## src/rtl/fwd_pkg.sv

```systemverilog
// Shared types for the forwarding/hazard unit: one tracked pipeline slot and its tag match.
// Slot fields use fixed maximum widths so parameterised users can zero-extend into them.
package fwd_pkg;

   localparam int MAX_SRC   = 8;
   localparam int MAX_REG_W = 8;
   localparam int FWD_RF    = 0;

   typedef logic [MAX_REG_W-1:0] reg_addr_t;

   typedef struct packed {
      logic                        valid;
      logic                        wr;
      reg_addr_t                   dst;
      logic                        is_load;
      reg_addr_t [MAX_SRC-1:0]     src;
      logic      [MAX_SRC-1:0]     used;
   } slot_t;

   function automatic logic match(slot_t s, reg_addr_t addr);
      return s.valid && s.wr && (s.dst == addr);
   endfunction

endpackage

```

## src/rtl/fwd_hazard_unit_if.sv

```systemverilog
// Issue-side bundle between the ID stage and the forwarding/hazard unit.
interface fwd_hazard_unit_if #(
   parameter int NUM_SRC = 2,
   parameter int REG_W   = 5,
   parameter int DEPTH   = 3,
   parameter int CNT_W   = 32,
   parameter int SEL_W   = $clog2(DEPTH)
);
   logic                     id_valid;
   logic [NUM_SRC*REG_W-1:0] id_src;
   logic [NUM_SRC-1:0]       id_src_used;
   logic [REG_W-1:0]         id_dst;
   logic                     id_wr;
   logic                     id_is_load;
   logic                     id_is_mul;
   logic                     flush;
   logic                     stall;
   logic                     ex_busy;
   logic [NUM_SRC*SEL_W-1:0] fwd_sel;
   logic [CNT_W-1:0]         stall_count;

   modport master (
      output id_valid, id_src, id_src_used, id_dst, id_wr, id_is_load, id_is_mul, flush,
      input  stall, ex_busy, fwd_sel, stall_count
   );

   modport slave (
      input  id_valid, id_src, id_src_used, id_dst, id_wr, id_is_load, id_is_mul, flush,
      output stall, ex_busy, fwd_sel, stall_count
   );
endinterface

```

## src/rtl/fwd_prio_sel.sv

```systemverilog
// Youngest-first forward select for one EX operand over slots 2..DEPTH.
module fwd_prio_sel
   import fwd_pkg::*;
#(
   parameter int DEPTH = 3,
   parameter int SEL_W = 2
) (
   input  reg_addr_t        src,
   input  logic             en,
   input  slot_t            older [2:DEPTH],
   output logic [SEL_W-1:0] sel
);

   // Walk oldest to youngest so the youngest matching writer overrides.
   always_comb begin
      sel = SEL_W'(FWD_RF);
      if (en && (src != '0)) begin
         for (int k = DEPTH; k >= 2; k--) begin
            if (match(older[k], src)) sel = SEL_W'(k - 1);
         end
      end
   end

endmodule

```

## src/rtl/fwd_hazard_unit.sv

```systemverilog
// Forwarding and hazard unit: shadow tag pipeline from EX onward, load-use and multiply
// stalls, per-operand forward selects and a saturating stall counter.
module fwd_hazard_unit
   import fwd_pkg::*;
#(
   parameter int NUM_SRC = 2,
   parameter int REG_W   = 5,
   parameter int DEPTH   = 3,
   parameter int MUL_LAT = 3,
   parameter int CNT_W   = 32,
   parameter int SEL_W   = $clog2(DEPTH)
) (
   input logic               clk,
   input logic               rst_n,
   fwd_hazard_unit_if.slave  bus
);

   localparam int MC_W = (MUL_LAT > 1) ? $clog2(MUL_LAT + 1) : 1;

   slot_t            slot_q [1:DEPTH];
   slot_t            slot_d [1:DEPTH];
   slot_t            older  [2:DEPTH];
   slot_t            id_slot;
   logic [MC_W-1:0]  mul_q, mul_d;
   logic [CNT_W-1:0] cnt_q;
   logic             ex_busy, load_use, stall, src_hit;
   wire  [SEL_W-1:0] sel_all [NUM_SRC];

   always_comb begin
      id_slot         = '0;
      id_slot.valid   = 1'b1;
      id_slot.wr      = bus.id_wr;
      id_slot.dst     = reg_addr_t'(bus.id_dst);
      id_slot.is_load = bus.id_is_load;
      for (int i = 0; i < NUM_SRC; i++) begin
         id_slot.src[i]  = reg_addr_t'(bus.id_src[i*REG_W +: REG_W]);
         id_slot.used[i] = bus.id_src_used[i];
      end
   end

   // Load in EX whose result the ID instruction reads: one bubble needed.
   always_comb begin
      src_hit = 1'b0;
      for (int i = 0; i < NUM_SRC; i++) begin
         if (id_slot.used[i] && (id_slot.src[i] == slot_q[1].dst)) src_hit = 1'b1;
      end
      load_use = bus.id_valid && slot_q[1].valid && slot_q[1].is_load && slot_q[1].wr &&
                 (slot_q[1].dst != '0) && src_hit;
   end

   assign ex_busy = (mul_q != '0);
   assign stall   = load_use | ex_busy;

   always_comb begin
      slot_d[1] = slot_q[1];
      slot_d[2] = slot_q[1];
      for (int k = 3; k <= DEPTH; k++) slot_d[k] = slot_q[k-1];
      mul_d = mul_q;
      if (ex_busy) begin
         slot_d[2] = '0;
         mul_d     = mul_q - MC_W'(1);
      end else if (bus.flush || stall || !bus.id_valid) begin
         slot_d[1] = '0;
      end else begin
         slot_d[1] = id_slot;
         if (bus.id_is_mul) mul_d = MC_W'(MUL_LAT - 1);
      end
   end

   always_ff @(posedge clk or negedge rst_n) begin
      if (!rst_n) begin
         for (int k = 1; k <= DEPTH; k++) slot_q[k] <= '0;
         mul_q <= '0;
         cnt_q <= '0;
      end else begin
         slot_q <= slot_d;
         mul_q  <= mul_d;
         if (stall && (cnt_q != '1)) cnt_q <= cnt_q + CNT_W'(1);
      end
   end

   always_comb begin
      for (int k = 2; k <= DEPTH; k++) older[k] = slot_q[k];
   end

   for (genvar i = 0; i < NUM_SRC; i++) begin : g_src
      fwd_prio_sel #(
         .DEPTH (DEPTH),
         .SEL_W (SEL_W)
      ) u_sel (
         .src   (slot_q[1].src[i]),
         .en    (slot_q[1].valid && slot_q[1].used[i]),
         .older (older),
         .sel   (sel_all[i])
      );
   end

   always_comb begin
      bus.fwd_sel = '0;
      for (int i = 0; i < NUM_SRC; i++) bus.fwd_sel[i*SEL_W +: SEL_W] = sel_all[i];
   end

   assign bus.stall       = stall;
   assign bus.ex_busy     = ex_busy;
   assign bus.stall_count = cnt_q;

endmodule

```

## src/flat_wrapper.sv

```systemverilog
// flat-port wrapper written by rule: the top's interface ports become plain ports
module fwd_hazard_unit_flat import fwd_pkg::*;
#(
   parameter int NUM_SRC = 2,
   parameter int REG_W   = 5,
   parameter int DEPTH   = 3,
   parameter int MUL_LAT = 3,
   parameter int CNT_W   = 32,
   parameter int SEL_W   = $clog2(DEPTH)
)
  (clk, rst_n, bus_id_valid, bus_id_src, bus_id_src_used, bus_id_dst, bus_id_wr, bus_id_is_load, bus_id_is_mul, bus_flush, bus_stall, bus_ex_busy, bus_fwd_sel, bus_stall_count);
  fwd_hazard_unit_if #(.NUM_SRC(NUM_SRC), .REG_W(REG_W), .DEPTH(DEPTH), .CNT_W(CNT_W), .SEL_W(SEL_W)) bus_i ();
  input logic clk;
  input logic rst_n;
  input wire logic [$bits(bus_i.id_valid)-1:0] bus_id_valid;
  input wire logic [$bits(bus_i.id_src)-1:0] bus_id_src;
  input wire logic [$bits(bus_i.id_src_used)-1:0] bus_id_src_used;
  input wire logic [$bits(bus_i.id_dst)-1:0] bus_id_dst;
  input wire logic [$bits(bus_i.id_wr)-1:0] bus_id_wr;
  input wire logic [$bits(bus_i.id_is_load)-1:0] bus_id_is_load;
  input wire logic [$bits(bus_i.id_is_mul)-1:0] bus_id_is_mul;
  input wire logic [$bits(bus_i.flush)-1:0] bus_flush;
  output wire logic [$bits(bus_i.stall)-1:0] bus_stall;
  output wire logic [$bits(bus_i.ex_busy)-1:0] bus_ex_busy;
  output wire logic [$bits(bus_i.fwd_sel)-1:0] bus_fwd_sel;
  output wire logic [$bits(bus_i.stall_count)-1:0] bus_stall_count;
  assign bus_i.id_valid = bus_id_valid;
  assign bus_i.id_src = bus_id_src;
  assign bus_i.id_src_used = bus_id_src_used;
  assign bus_i.id_dst = bus_id_dst;
  assign bus_i.id_wr = bus_id_wr;
  assign bus_i.id_is_load = bus_id_is_load;
  assign bus_i.id_is_mul = bus_id_is_mul;
  assign bus_i.flush = bus_flush;
  assign bus_stall = bus_i.stall;
  assign bus_ex_busy = bus_i.ex_busy;
  assign bus_fwd_sel = bus_i.fwd_sel;
  assign bus_stall_count = bus_i.stall_count;
  fwd_hazard_unit #(.NUM_SRC(NUM_SRC), .REG_W(REG_W), .DEPTH(DEPTH), .MUL_LAT(MUL_LAT), .CNT_W(CNT_W), .SEL_W(SEL_W)) u_core (.clk(clk), .rst_n(rst_n), .bus(bus_i));
endmodule
```

## config.mk

```make
export PLATFORM = sky130hd
export DESIGN_NAME = fwd_hazard_unit_flat
export DESIGN_NICKNAME = d
export VERILOG_FILES = /design/src/rtl/fwd_pkg.sv /design/src/rtl/fwd_hazard_unit_if.sv /design/src/rtl/fwd_prio_sel.sv /design/src/rtl/fwd_hazard_unit.sv /design/src/flat_wrapper.sv
export SDC_FILE = /design/constraint.sdc
export NUM_CORES = 1
export LEC_CHECK = 0
export ABC_AREA = 0
export CORE_AREA = 2 2 72 142
export DETAILED_ROUTE_END_ITERATION = 12
export DIE_AREA = 0 0 74 144
export PLACE_DENSITY_LB_ADDON = 0.3
export SLEW_MARGIN = 30
export SYNTH_ARGS = -nofsm -noshare
export SYNTH_HDL_FRONTEND = slang
export SYNTH_HIERARCHICAL = 1
export SYNTH_SLANG_ARGS = --single-unit
```

## constraint.sdc

```tcl
create_clock -name clk -period 4.4 [get_ports clk]
set_input_delay 0.88 -clock clk [delete_from_list [all_inputs] [get_ports clk]]
set_output_delay 0.88 -clock clk [all_outputs]
set_load 0.02 [all_outputs]
```

Word-level counts from Yosys, hierarchy flattened
Index checks and enable logic that the tools add are counted. W data, S select, Z words.

$add $sub $neg: 2. Eq/ne operators: 8. Muxes and demuxes: 13. Bitwise operators: 1. Reduce and logical (&&, ||, !) cells: 27.

Operator list (count): $mux W83 (2); $add A32 B1 Y32 const B (1); $eq A8 B8 Y1 (4); $ne A32 B32 Y1 const B (1); $reduce_bool A8 Y1 (3); $logic_and A1 B1 Y1 (18); $mux W2 (9); $eq A5 B8 Y1 (2); $reduce_bool A2 Y1 (2); $logic_or A1 B1 Y1 (2); $mux W1 (2); $ne A2 B1 Y1 const B (1); $reduce_and A2 Y1 (1); $sub A2 B1 Y2 const B (1); $logic_not A1 Y1 (1); $or A1 B1 Y1 (1).

Flip-flop bits (word level): 137. Input bits: 24. Output and inout bits: 38. Logic and storage cells: 72.

Longest topological paths before layout
Gate-level depths: netlist of the first run.

Depth in word-level cells: 10. Depth in mapped cells: 8. Mapped depth without buffers: 7.

Modules after synthesis
The synthesis of the first run kept the hierarchy.

Modules (own cells, without submodules): fwd_hazard_unit (instances 1, cells an instance 285, area each 3727.3 sq um, sequential area each 2352.3 sq um); fwd_prio_sel (instances 2, cells an instance 29, area each 227.7 sq um, sequential area each 0.0 sq um).

Worst setup path before layout of the first run
OpenSTA, ideal clock, no wires.

Path type: input to output. From: input port bus_id_src[9]. To: output port bus_stall. Arrival time: 1713 ps. Required time: 3520 ps. Slack: 1807 ps. Stages: 5. Buffers on the path: 0. Path through: xnor2_1 > nand4_1 > o22ai_1 > a21oi_1 > inv_1.

Cells in the longest elaborated chain, start to end: 5.

Ends and longest elaborated chain: start: declaration (RTL line flat_wrapper.sv:16) `input wire logic [$bits(bus_i.id_src)-1:0] bus_id_src;`; $eq A5 B8 Y1 (RTL line fwd_hazard_unit.sv:45) `if (id_slot.used[i] && (id_slot.src[i] == slot_q[1].dst)) src_hit = 1'b1;`; $logic_and A1 B1 Y1 (RTL line fwd_hazard_unit.sv:45); $mux W1 (RTL line fwd_hazard_unit.sv:45); $logic_and A1 B1 Y1 (RTL line fwd_hazard_unit.sv:48) `(slot_q[1].dst != '0) && src_hit;`; $or A1 B1 Y1 (RTL line fwd_hazard_unit.sv:52) `assign stall = load_use | ex_busy;`; end: declaration (RTL line flat_wrapper.sv:23) `output wire logic [$bits(bus_i.stall)-1:0] bus_stall;`.

No other way between the ends.

Worst setup path after layout of the first run
From: input port bus_id_src[6]. To: output port bus_stall.

Same word-level chain as after synthesis.

==> flow_summary.toml, run 1 <==
[timing]
rsz0062_at_grt = "false"
hold_viol = 0
maxSlewHeadroom = 0.4393
report.final.setup_viol = 0
fmax_ghz = 0.2696
worst_slew_pin_slew_ns = 0.8411
slew_viol_final = 0
period_share = 0.8429
fin_crit_ns = 3.709
final.setup.tns_ns = 0
hold_ws_ns = 0.4068
finClkSkew_ns = 0.004817

[layout]
regArea_sq_um = 1702
final_util = 0.4810
nFillCells = 908
antenna_cells = 0
fin_nets = 429
syn_to_final_growth_pct = 34.30
multi_input_area_sq_um = 1800
layout_common_cells = "dfrtp_1 (68), clkdlybuf4s50_1 (60), xnor2_1 (53)"
layout_commonest_cell = "dfrtp_1"
drive_gt1_frac = 0.1081

[run_status]
status = "completed"

[critical_path]
crit_fanout = 2
critical_path_class = "input pin to primary output"
endpoint_kind = "primary output"
crit_path_start = "bus_id_src[6]"
r2r_slack_ns = 2.07
cp-endpoint = "bus_stall"
cp.arrival_ns = 2.83
cp.required_ns = 3.52
startpoint_type = "input pin"
reg2reg_from = "u_core/bus.stall_count[10]"
rr_worst_depth = 6
timing.rr.end = "u_core/bus.stall_count[1]"

[cts]
ctsHoldBuffers = 0
post-cts-setup-buffer-count = 0
cts_made_buffers = 9
path_clk_slew_ns = 0.05
clk_path_buf_depth = 2
cts_root_buf = "clkbuf_16"
clock_latency_ns = 0.33
post_cts_resized = 0
cts_tree = "done"
htree_levels = 3
clock_sinks = 68

[flow_run]
drv_cap = 0

[synthesis]
yosysWarningCount = 6
netlist_area_sq_um = 3451
synth_area_per_cell_sq_um = 11.35
postSynthCellCount = 304

[route]
vias_per_cell = 4.909
vias = 2646
drt-wirelength-per-cell_um = 16.48
drt-pass1-iter-count = 4
wirelength_mm = 8.883
ant_nets = 0
drt_iter0_drc = 162
remaining_drc_errors = 0

[grt]
grtUsageTotal = 0.1778
grt_pass1_wl_mm = 13.84
grt_max_degree = 47
antenna_found_initial = 0
grt_overflow = 0
grt_pass1_vias = 2787

[placement]
place.gp.congestion = 0.9260
port_buffers = 61
dpl.hpwl_mm = 6.707

[power]
power_leakage_nw = 2.006
irDropWorstVdd_mv = 0.3728
finalPower_mw = 2.456
cellPowerDensity_nw_per_um2 = 530.0

[floorplanning]
io_pins = 62
core_sq_um = 9635
die_area_sq_um = 10660
rows = 51
start_util = 0.3581
die_w_um = 74
die_h_um = 144

[hold_path]
hold_path.class = "flop to flop"
## state kept, by name (all words and copies together) (netlist names)
| signal | flops |
|---|---|
| u_core/bus.stall_count | 32 |
| u_core/mul_q | 2 |
| u_core/older | 14 |
| u_core/slot_q | 20 |
## how the worst min path moves through the flow
stage,from,endpoint,cells past startpoint
6_report,u_core/older[165],u_core/older[82],0
5_1_grt,u_core/older[165],u_core/older[82],0
4_1_cts,u_core/older[165],u_core/older[82],0
3_5_place_dp,u_core/older[165],u_core/older[82],0
3_3_place_gp,u_core/older[165],u_core/older[82],0
2_1_floorplan,u_core/older[164],u_core/older[81],0
## metal layers
metal / up-vias / GRT usage / wire (um)
li1: 1243 / - / -
met1: 1301 / 0.1714 / 3101
met2: 79 / 0.3308 / 5014
met3: 23 / 0.03624 / 405
met4: 0 / 0.1062 / 361
met5: - / 0 / 0
## area by class of cell
cell class | count | share of cell area
Timing Repair Buffer | 66 | 0.1393
Multi-Input combinational cell | 252 | 0.3885
Inverter | 5 | 0.004050
Clock buffer | 11 | 0.05454
Sequential cell | 68 | 0.3672
Tap cell | 132 | 0.03564
Clock inverter | 5 | 0.01080
## report_power, final
group	switching (mW)	total (mW)	internal, mW
logic	0.420	0.792	0.372
clock network	0.254	0.719	0.465
registers	0.179	0.945	0.766
## critical path, cell delays in order
cell	delay, ns
clkdlybuf4s50_1	0.44
xnor2_1	0.23
nand4_1	0.17
o22ai_1	0.27
a21oi_1	0.17
inv_1	0.08
clkdlybuf4s50_1	0.59
## stage by stage
| stage | cell area (sq um) | setup slack (ns) | instances |
|---|---|---|---|
| floorplan | 3560 | 1.807 | 333 |
| global placement | 4329 | 0.6860 | 523 |
| detailed placement | 4332 | 0.6701 | 523 |
| CTS | 4634 | 0.6706 | 539 |
| global route | 4634 | 0.6368 | 539 |
| finish | 4634 | 0.6913 | 539 |
(Power assumes the default switching activity.)
==> inputs of run 2 (changes only) <==
==> constraint.sdc (replaced) <==
create_clock -name clk -period 3.7 [get_ports clk]
set_input_delay 0.74 -clock clk [delete_from_list [all_inputs] [get_ports clk]]
set_output_delay 0.74 -clock clk [all_outputs]
set_load 0.02 [all_outputs]
==> run 2 against run 1 <==
  * Clock skew decreased by 0.00051 ns
  * Via count decreased by 0.72%
  * Worst setup slack lost 0.43 ns
  * Combinational power increased by 19%
  * Sequential power increased by 20%
  * Non-clock buffer count did not move
  * Global-route usage grew 0.45 points
  * Critical path type unchanged
  * Critical endpoint unchanged
  * Largest power group unchanged
==> flow_summary.toml, run 2 (same netlist as run 1, synthesis figures left out) <==
[run_status]
status = "completed"

[critical_path]
cp_common_cell = "clkdlybuf4s50_1"
startpoint_type = "input pin"
cp.required_ns = 2.96
max_stage_delay_ns = 0.59
endpoint_kind = "primary output"
critPathSlowestCell = "clkdlybuf4s50_1"
worstPathCellList = "clkdlybuf4s50_1, xnor2_1, nand4_1, o22ai_1, a21oi_1, inv_1, clkdlybuf4s50_1"
cp.arrival_ns = 2.69
critical_path_class = "input pin to primary output"
crit_fanout = 2

[timing]
finClkSkew_ns = 0.004310
final.setup.tns_ns = 0
hold_viol = 0
slew_viol_final = 0
worst_slew_pin_slew_ns = 0.8676
period_share = 0.9281
maxSlewHeadroom = 0.4216
fin_crit_ns = 3.434
report.final.setup_viol = 0
rsz0062_at_grt = "false"
fmax_ghz = 0.2912

[grt]
grt_overflow = 0
grtUsageTotal = 0.1823
grt_pass1_wl_mm = 14.17
grt_pass1_vias = 2743
antenna_found_initial = 0
grt_max_degree = 48

[cts]
cts_tree = "done"
post-cts-setup-buffer-count = 0
path_clk_slew_ns = 0.05
cts_made_buffers = 9
clock_latency_ns = 0.33
post_cts_resized = 0
ctsHoldBuffers = 0
clock_sinks = 68
htree_levels = 3
clk_path_buf_depth = 2
cts_root_buf = "clkbuf_16"

[floorplanning]
io_pins = 62
die_area_sq_um = 10660
rows = 51
die_w_um = 74
core_sq_um = 9635
die_h_um = 144
start_util = 0.3581

[route]
drt-wirelength-per-cell_um = 16.73
remaining_drc_errors = 0
vias = 2627
drt-pass1-iter-count = 4
ant_nets = 0
wirelength_mm = 9.015
drt_iter0_drc = 159
vias_per_cell = 4.874

[power]
power_leakage_nw = 2.010
irDropWorstVdd_mv = 0.4587
cellPowerDensity_nw_per_um2 = 643.0

[layout]
drive_gt1_frac = 0.1057
layout_commonest_cell = "dfrtp_1"
syn_to_final_growth_pct = 34.66
antenna_cells = 0
largest_register_ffs = 32
layout_common_cells = "dfrtp_1 (68), clkdlybuf4s50_1 (60), xnor2_1 (53)"
nFillCells = 921
postLayoutCellArea_sq_um = 4647
fin_nets = 429

[placement]
dpl.hpwl_mm = 6.655
place.gp.congestion = 0.8876
port_buffers = 61
placed_area_sq_um = 4329

[flow_run]
drv_cap = 0

[hold_path]
hold_path.class = "input pin to asynchronous set/reset pin"
## run 2: changes by cell type in the layout (fill, tap and decap cells not counted)
cell       previous run  this run
bufinv_16             1         2
clkbuf_8              2         1
buf_4                 6         5
buf_2                 0         1
clkbuf_1              0         1
clkinv_2              4         3
## run 2: final timing paths
path	depth (start not counted)	startpoint	slack (ns)	end
worst max-delay path	7	bus_id_src[1]	0.27	bus_stall
worst min-delay path	1	rst_n	0.38	u_core/bus.stall_count[16]
worst max register to register	6	u_core/bus.stall_count[10]	1.35	u_core/bus.stall_count[1]
worst min register to register	0	u_core/older[165]	0.40	u_core/older[82]
max in group asynchronous	2	rst_n	2.30	u_core/older[73]
min in group clk	0	u_core/older[165]	0.40	u_core/older[82]
## run 2: stage by stage
stage               std cells  utilization  hold WS [ns]  worst slack (ns)  power (mW)
floorplan                 333            -        0.3731             1.387       1.726
global placement          523       0.4493        0.3903            0.2769       2.073
detailed placement        523       0.4493        0.3889            0.2589       2.092
CTS                       539       0.4823        0.3853            0.2506       3.018
global route              539       0.4823        0.3967            0.1564       3.154
finish                    539       0.4823        0.3813            0.2661       2.988
## run 2: worst max-delay path, delay by kind of cell
kind,cells,cell delay (ns)
AND/OR/NAND/NOR,1,0.17
XOR/XNOR,1,0.27
AO/OA/AOI/OAI,2,0.40
buffers and inverters,3,1.11
## run 2: final cells by class
| cell class | count | area [sq um] | share of cell area |
|---|---|---|---|
| repair buffers | 66 | 643.1 | 0.1384 |
| flip-flops and latches | 68 | 1702 | 0.3662 |
| multi-input cells | 252 | 1800 | 0.3875 |
| clock buffers | 11 | 242.7 | 0.05223 |
| clock inverters | 5 | 75.07 | 0.01616 |
| well taps | 132 | 165.2 | 0.03554 |
| inverters | 5 | 18.77 | 0.004039 |
## run 2: power breakdown
group          total, mW  switching [mW]  leakage [nW]  internal [mW]
clock network      0.916           0.311         0.159          0.605
registers           1.13           0.221         0.917          0.910
logic              0.941           0.499         0.934          0.442
total               2.99            1.03          2.01           1.96
## run 2: routing by layer
metal | global-route usage | vias to the layer above | wire length (um)
met5 | 0 | - | 0
met4 | 0.09665 | 0 | 330
met3 | 0.03624 | 21 | 386
met2 | 0.3383 | 73 | 5093
met1 | 0.1829 | 1292 | 3205
li1 | - | 1241 | -
